### config.mk
export PLATFORM = sky130hd
export DESIGN_NAME = spi_master_gen
export DESIGN_NICKNAME = d
export VERILOG_FILES = /design/src/rtl/spi_pkg.sv /design/src/rtl/spi_master_gen_sclk.sv /design/src/rtl/spi_master_gen.sv
export SDC_FILE = /design/constraint.sdc
export NUM_CORES = 1
export LEC_CHECK = 0
export ABC_CLOCK_PERIOD_IN_PS = 6000
export CORE_ASPECT_RATIO = 0.7
export CORE_UTILIZATION = 45
export CTS_CLUSTER_SIZE = 25
export DETAILED_ROUTE_END_ITERATION = 8
export PLACE_DENSITY = 0.67
export SLEW_MARGIN = 20
export SYNTH_ARGS = -nofsm -noshare
export SYNTH_HDL_FRONTEND = slang
export SYNTH_SLANG_ARGS = --single-unit
### constraint.sdc
create_clock -name i_clk -period 6 [get_ports i_clk]
set_input_delay 1.2 -clock i_clk [delete_from_list [all_inputs] [get_ports i_clk]]
set_output_delay 1.2 -clock i_clk [all_outputs]
set_load 0.005 [all_outputs]
### src/rtl/spi_pkg.sv
// Shared types and default opcodes for the framed SPI master.
package spi_pkg;

    typedef enum logic [2:0] {
        S_IDLE,
        S_SETUP,
        S_LOAD,
        S_SHIFT,
        S_HOLD,
        S_DONE
    } state_t;

    typedef struct packed {
        logic cpol;
        logic cpha;
    } mode_t;

    localparam logic [7:0] SPI_WR_OP = 8'h3C;
    localparam logic [7:0] SPI_RD_OP = 8'h5B;

endpackage

### src/rtl/spi_master_gen_sclk.sv
// SCLK divider: one tick every clk_div+1 clocks while enabled; toggles sclk only when running.
module spi_sclk_gen
    import spi_pkg::*;
#(
    parameter int DIV_W = 8
) (
    input  logic             i_clk,
    input  logic             i_rst,
    input  logic             i_en,
    input  logic             i_run,
    input  logic             i_cpol,
    input  logic [DIV_W-1:0] i_div,
    output logic             o_sclk,
    output logic             o_half_stb,
    output logic             o_lead_stb,
    output logic             o_trail_stb
);

    logic [DIV_W-1:0] r_cnt;
    logic             w_tick;

    assign w_tick      = i_en && (r_cnt == i_div);
    assign o_half_stb  = w_tick;
    assign o_lead_stb  = w_tick && i_run && (o_sclk == i_cpol);
    assign o_trail_stb = w_tick && i_run && (o_sclk != i_cpol);

    // Disabled or not running: sclk parks at the idle level and the divider restarts.
    always_ff @(posedge i_clk or posedge i_rst) begin
        if (i_rst) begin
            r_cnt  <= '0;
            o_sclk <= 1'b0;
        end else if (!i_en) begin
            r_cnt  <= '0;
            o_sclk <= i_cpol;
        end else begin
            r_cnt <= w_tick ? '0 : r_cnt + DIV_W'(1);
            if (!i_run)
                o_sclk <= i_cpol;
            else if (w_tick)
                o_sclk <= ~o_sclk;
        end
    end

endmodule

### src/rtl/spi_master_gen.sv
// Framed SPI master: opcode, address, then len data words, with stalling at word boundaries.
module spi_master_gen
    import spi_pkg::*;
#(
    parameter int DATA_W = 8,
    parameter int NUM_CS = 4,
    parameter int DIV_W  = 8,
    parameter int LEN_W  = 8,
    parameter logic [DATA_W-1:0] WR_OP = DATA_W'(SPI_WR_OP),
    parameter logic [DATA_W-1:0] RD_OP = DATA_W'(SPI_RD_OP),
    parameter int CS_W   = (NUM_CS > 1) ? $clog2(NUM_CS) : 1
) (
    input  logic              i_clk,
    input  logic              i_rst,
    input  logic              i_start,
    input  logic              i_wr,
    input  logic [CS_W-1:0]   i_cs_sel,
    input  logic [DATA_W-1:0] i_addr,
    input  logic [LEN_W-1:0]  i_len,
    input  logic              i_cpol,
    input  logic              i_cpha,
    input  logic [DIV_W-1:0]  i_clk_div,
    input  logic [DATA_W-1:0] i_wdat,
    input  logic              i_wdat_vld,
    output logic              o_wdat_rdy,
    output logic [DATA_W-1:0] o_rdat,
    output logic              o_rdat_vld,
    input  logic              i_rdat_rdy,
    output logic              o_busy,
    output logic              o_done,
    output logic [NUM_CS-1:0] o_scsn,
    output logic              o_sclk,
    output logic              o_mosi,
    input  logic              i_miso
);

    localparam int BIT_W = $clog2(DATA_W);
    localparam logic [BIT_W-1:0] LAST_BIT = BIT_W'(DATA_W - 1);

    state_t            r_state;
    mode_t             r_mode;
    logic              r_wr;
    logic [DATA_W-1:0] r_addr;
    logic [DIV_W-1:0]  r_div;
    logic [LEN_W:0]    r_total;
    logic [LEN_W:0]    r_wordIdx;
    logic [BIT_W-1:0]  r_bitCnt;
    logic [DATA_W-1:0] r_shift;
    logic [DATA_W-1:0] r_rx;

    logic              w_accept;
    logic              w_sclkEn;
    logic              w_sclkRun;
    logic              w_cpol;
    logic              w_half;
    logic              w_lead;
    logic              w_trail;
    logic              w_sample;
    logic              w_shiftOut;
    logic              w_lastBit;
    logic              w_isData;
    logic [LEN_W:0]    w_nextIdx;
    logic              w_nextIsWrData;
    logic [DATA_W-1:0] w_rxNext;
    logic [DATA_W-1:0] w_loadWord;
    logic              w_loadGo;

    assign w_accept  = ((r_state == S_IDLE) || (r_state == S_DONE)) && i_start &&
                       (int'(i_cs_sel) < NUM_CS);
    assign w_sclkEn  = (r_state == S_SETUP) || (r_state == S_SHIFT) || (r_state == S_HOLD);
    assign w_sclkRun = (r_state == S_SHIFT);
    // Switching the idle level on the accept edge keeps sclk from moving after scsn falls.
    assign w_cpol    = w_accept ? i_cpol : r_mode.cpol;

    spi_sclk_gen #(.DIV_W(DIV_W)) u_sclk (
        .i_clk       (i_clk),
        .i_rst       (i_rst),
        .i_en        (w_sclkEn),
        .i_run       (w_sclkRun),
        .i_cpol      (w_cpol),
        .i_div       (r_div),
        .o_sclk      (o_sclk),
        .o_half_stb  (w_half),
        .o_lead_stb  (w_lead),
        .o_trail_stb (w_trail)
    );

    assign w_sample       = r_mode.cpha ? w_trail : w_lead;
    assign w_shiftOut     = r_mode.cpha ? w_lead : w_trail;
    assign w_rxNext       = w_sample ? {r_rx[DATA_W-2:0], i_miso} : r_rx;
    assign w_lastBit      = w_trail && (r_bitCnt == LAST_BIT);
    assign w_isData       = (r_wordIdx >= (LEN_W+1)'(2));
    assign w_nextIdx      = r_wordIdx + (LEN_W+1)'(1);
    assign w_nextIsWrData = r_wr && (w_nextIdx >= (LEN_W+1)'(2)) && (w_nextIdx != r_total);

    always_comb begin
        w_loadWord = '0;
        w_loadGo   = 1'b0;
        if (r_wordIdx == '0) begin
            w_loadWord = r_wr ? WR_OP : RD_OP;
            w_loadGo   = 1'b1;
        end else if (r_wordIdx == (LEN_W+1)'(1)) begin
            w_loadWord = r_addr;
            w_loadGo   = 1'b1;
        end else if (r_wr) begin
            w_loadWord = i_wdat;
            w_loadGo   = o_wdat_rdy && i_wdat_vld;
        end else begin
            w_loadGo   = !o_rdat_vld || i_rdat_rdy;
        end
    end

    // Transfer sequencer; every pin-facing output is a register.
    always_ff @(posedge i_clk or posedge i_rst) begin
        if (i_rst) begin
            r_state    <= S_IDLE;
            r_mode     <= '0;
            r_wr       <= 1'b0;
            r_addr     <= '0;
            r_div      <= '0;
            r_total    <= '0;
            r_wordIdx  <= '0;
            r_bitCnt   <= '0;
            r_shift    <= '0;
            r_rx       <= '0;
            o_wdat_rdy <= 1'b0;
            o_rdat     <= '0;
            o_rdat_vld <= 1'b0;
            o_busy     <= 1'b0;
            o_done     <= 1'b0;
            o_scsn     <= '1;
            o_mosi     <= 1'b0;
        end else begin
            o_done <= 1'b0;
            if (o_rdat_vld && i_rdat_rdy)
                o_rdat_vld <= 1'b0;

            case (r_state)
                S_IDLE, S_DONE: begin
                    r_state <= S_IDLE;
                    if (w_accept) begin
                        r_wr      <= i_wr;
                        r_mode    <= '{cpol: i_cpol, cpha: i_cpha};
                        r_addr    <= i_addr;
                        r_div     <= i_clk_div;
                        r_total   <= {1'b0, i_len} + (LEN_W+1)'(2);
                        r_wordIdx <= '0;
                        r_bitCnt  <= '0;
                        o_busy    <= 1'b1;
                        o_scsn    <= ~(NUM_CS'(1) << i_cs_sel);
                        r_state   <= S_SETUP;
                    end
                end

                S_SETUP: begin
                    if (w_half)
                        r_state <= S_LOAD;
                end

                S_LOAD: begin
                    if (w_loadGo) begin
                        o_wdat_rdy <= 1'b0;
                        if (r_mode.cpha) begin
                            r_shift <= w_loadWord;
                        end else begin
                            r_shift <= w_loadWord << 1;
                            o_mosi  <= w_loadWord[DATA_W-1];
                        end
                        r_state <= S_SHIFT;
                    end
                end

                S_SHIFT: begin
                    if (w_sample)
                        r_rx <= w_rxNext;
                    if (w_shiftOut) begin
                        o_mosi  <= r_shift[DATA_W-1];
                        r_shift <= r_shift << 1;
                    end
                    if (w_trail)
                        r_bitCnt <= r_bitCnt + BIT_W'(1);
                    if (w_lastBit) begin
                        r_bitCnt  <= '0;
                        r_wordIdx <= w_nextIdx;
                        if (w_isData && !r_wr) begin
                            o_rdat     <= w_rxNext;
                            o_rdat_vld <= 1'b1;
                        end
                        o_wdat_rdy <= w_nextIsWrData;
                        r_state    <= (w_nextIdx == r_total) ? S_HOLD : S_LOAD;
                    end
                end

                S_HOLD: begin
                    if (w_half) begin
                        o_scsn  <= '1;
                        o_busy  <= 1'b0;
                        o_done  <= 1'b1;
                        r_state <= S_DONE;
                    end
                end

                default: r_state <= S_IDLE;
            endcase
        end
    end

endmodule

==> flow_metrics.py <==
metrics = {
    "status": {
        "status": "complete, no violations",
    },
    "synth": {
        "synth_enable_flop_cells": 0,
        "ys_ff_latch": 85,
        "synth_cell_types": 60,
        "yosys_warnings": 0,
        "synth_nets": 481,
        "async_flop_share_pct": 100,
        "syn_inst": 430,
        "ys_seq_area_share_pct": 46.7,
        "netlist_area_sq_um": 4570,
        "avgSynthCellArea_sq_um": 10.6,
        "synth-main-ff-cell": "dfrtp_1",
    },
    "drt": {
        "drc": 0,
        "routed-via-count": 3412,
        "drt-initial-drc-count": 267,
        "antenna_left": 0,
        "wl_per_cell_um": 16.6,
        "viasPerCell": 5.56,
        "drt_pass1_iterations": 5,
        "finalWirelength_um": 10200,
    },
    "cts": {
        "clk_pin_slew_worst_paths_ns": 0.06,
        "cts-htree-levels": 3,
        "ctsResizeCount": 0,
        "cts_tree": "built",
        "cts_buffers": 9,
        "hold_buffers": 0,
        "post_cts_buffers": 0,
        "cts_num_sinks": 85,
        "cts-root-buf": "clkbuf_16",
        "clk_latency_ns": 0.34,
        "clockBufferDepth": 2,
    },
    "timing": {
        "period_share_pct": 56.6,
        "fin_skew_ns": 0.00297,
        "slew_violations": 0,
        "finalSetupViolations": 0,
        "setup_tns_ns": 0,
        "tightest_slew_ns": 1.06,
        "finalCriticalPeriod_ns": 3.39,
        "fmax_mhz": 295,
        "relSlewSlack_pct": 29.0,
        "hold_viol": 0,
        "rsz0062_at_grt": "false",
    },
    "setup_path": {
        "reg2reg_from": "r_state[0]",
        "slowest_stage": "or3_1",
        "critical_path_buf_inv_count": 1,
        "r2r_end": "o_rdat[0]",
        "cp.required_ns": 6.22,
        "critPathMaxFanout": 10,
        "r2r_setup_slack_ns": 2.88,
        "critPathMaxStageDelay_ns": 0.70,
        "end_kind": "flip-flop",
        "critical_path_arrival_ns": 3.62,
        "path_cells": "clkdlybuf4s50_1 -> nand2b_1 -> a211o_1 -> nand2_4 -> nand4_4 -> or3_1 -> mux2_4",
        "critPathTopFamily": "simple AND/OR/NAND/NOR gates",
        "critPathKind": "in -> reg",
        "reg2reg_depth": 5,
        "cp-start-kind": "input port",
    },
    "die": {
        "die_x_um": 122,
        "core-area_sq_um": 9760,
        "std_cell_rows": 30,
        "die_area_sq_um": 10600,
        "ioPinCount": 61,
        "die_h_um": 86.3,
        "initial_core_util_pct": 46.8,
    },
    "power": {
        "p_per_area_nw_per_um2": 422,
        "ir_drop_v": 0.000283,
        "power.leakage_nw": 2.41,
        "p_total_mw": 2.36,
    },
    "final_layout": {
        "final_common_cell": "dfrtp_1",
        "fillerInstances": 831,
        "regArea_sq_um": 2130,
        "drive_above_1_share_pct": 15.8,
        "nets": 533,
        "diodes": 0,
        "synthToLayoutAreaGrowth_pct": 22.6,
        "final_cell_mix": "dfrtp_1, clkdlybuf4s50_1, mux2_2",
        "fin_area_sq_um": 5600,
        "multiInputGateArea_sq_um": 2280,
    },
    "grt": {
        "grt_pass1_wl_um": 17200,
        "grt_usage_pct": 21.5,
        "antenna_found_initial": 0,
        "overflow": 0,
        "grt_pass1_vias": 3314,
        "grt_max_degree": 47,
    },
    "worst_hold_path": {
        "min_to": "r_bitCnt[1]",
        "hold-path-cell-count": 2,
        "holdCritStartpoint": "r_bitCnt[1]",
        "hold_path_class": "reg -> reg",
    },
    "run": {
        "maxCapViolations": 0,
    },
    "place": {
        "routabilityCongestion": 0.884,
        "portBuffers": 60,
        "dpl_cell_area_sq_um": 5250,
        "dp_hpwl_um": 7330,
    },
}
## power by group
| part | internal, mW | switching, mW | total [mW] | leakage [nW] |
|---|---|---|---|---|
| Clock | 0.426 | 0.214 | 0.640 | 0.172 |
| Combinational | 0.389 | 0.427 | 0.816 | 1.18 |
| Sequential | 0.747 | 0.162 | 0.908 | 1.07 |
| Total | 1.56 | 0.803 | 2.36 | 2.41 |
## sequential cells by signal, indices dropped and copies added, names as in the netlist, 4 cells and up
| signal | flops |
|---|---|
| u_sclk.r_cnt | 8 |
| r_rx | 8 |
| o_rdat | 8 |
| r_div | 8 |
| r_wordIdx | 9 |
| r_total | 9 |
| o_scsn | 4 |
| r_shift | 8 |
| r_addr | 8 |
## worst reg2reg max path, delay by kind of cell (launching register included)
kind,cells,cell delay [ns]
simple gates,4,2.04
flops,1,0.56
mux,1,0.40
## cells by family (layout without fill, tap and decap cells)
logic type / after synthesis / in the layout / synth area share, %
simple gates: 127 / 127 / 14.9
compound gates: 95 / 95 / 13.8
flops: 85 / 85 / 46.7
mux: 47 / 47 / 12.4
buf+inv: 36 / 92 / 3.45
xor+xnor: 32 / 32 / 6.55
fa+ha+maj: 8 / 8 / 2.19
## final cells by class
cell class	instances	share of cell area [%]
Inverter	15	1.03
Sequential cell	85	38.1
Tap cell	128	2.86
Timing Repair Buffer	62	11.0
Multi-Input combinational cell	309	40.8
Clock buffer	11	4.51
Clock inverter	4	1.70
## how the worst max path moves through the flow
stage | slack, ns | cells past startpoint | from | end
after floorplan | 2.61 | 1 | i_rst | o_busy
after global placement | 2.32 | 7 | i_start | o_rdat[6]
after detailed placement | 2.26 | 7 | i_start | o_rdat[0]
after CTS | 2.61 | 7 | i_start | o_rdat[0]
after global routing | 2.50 | 7 | i_start | o_rdat[0]
final | 2.61 | 7 | i_start | o_rdat[0]
## per-stage QoR
| step | util, % | worst slack, ns | hold WS (ns) | std cells |
|---|---|---|---|---|
| after global placement | 53.8 | 2.32 | 0.471 | 599 |
| after CTS | 57.4 | 2.61 | 0.493 | 614 |
| after floorplan | - | 2.61 | 0.454 | 430 |
| after detailed placement | 53.8 | 2.26 | 0.479 | 599 |
| final | 57.4 | 2.61 | 0.485 | 614 |
| after global routing | 57.4 | 2.50 | 0.527 | 614 |
## cells in the mapped netlist, types with 8 or more instances
master,n,area share [%]
dfrtp_1,81,44
mux2_2,35,8.6
nor2_1,35,2.9
o21ai_0,24,2.6
xor2_1,23,4.4
nand2_1,22,1.8
a21oi_1,19,2.1
nand3_1,18,2.0
inv_1,15,1.2
clkbuf_1,14,1.2
nor3_1,9,0.99
ha_1,8,2.2
mux2_4,8,2.6
xnor2_1,8,1.5
## per-layer routing
| layer | track usage, % | wire, um |
|---|---|---|
| met5 | 0 | 0 |
| met4 | 6.76 | 168 |
| met3 | 5.92 | 655 |
| met2 | 29.2 | 4260 |
| met1 | 32.8 | 5090 |
Note: power is estimated with default switching activity, not from simulation.
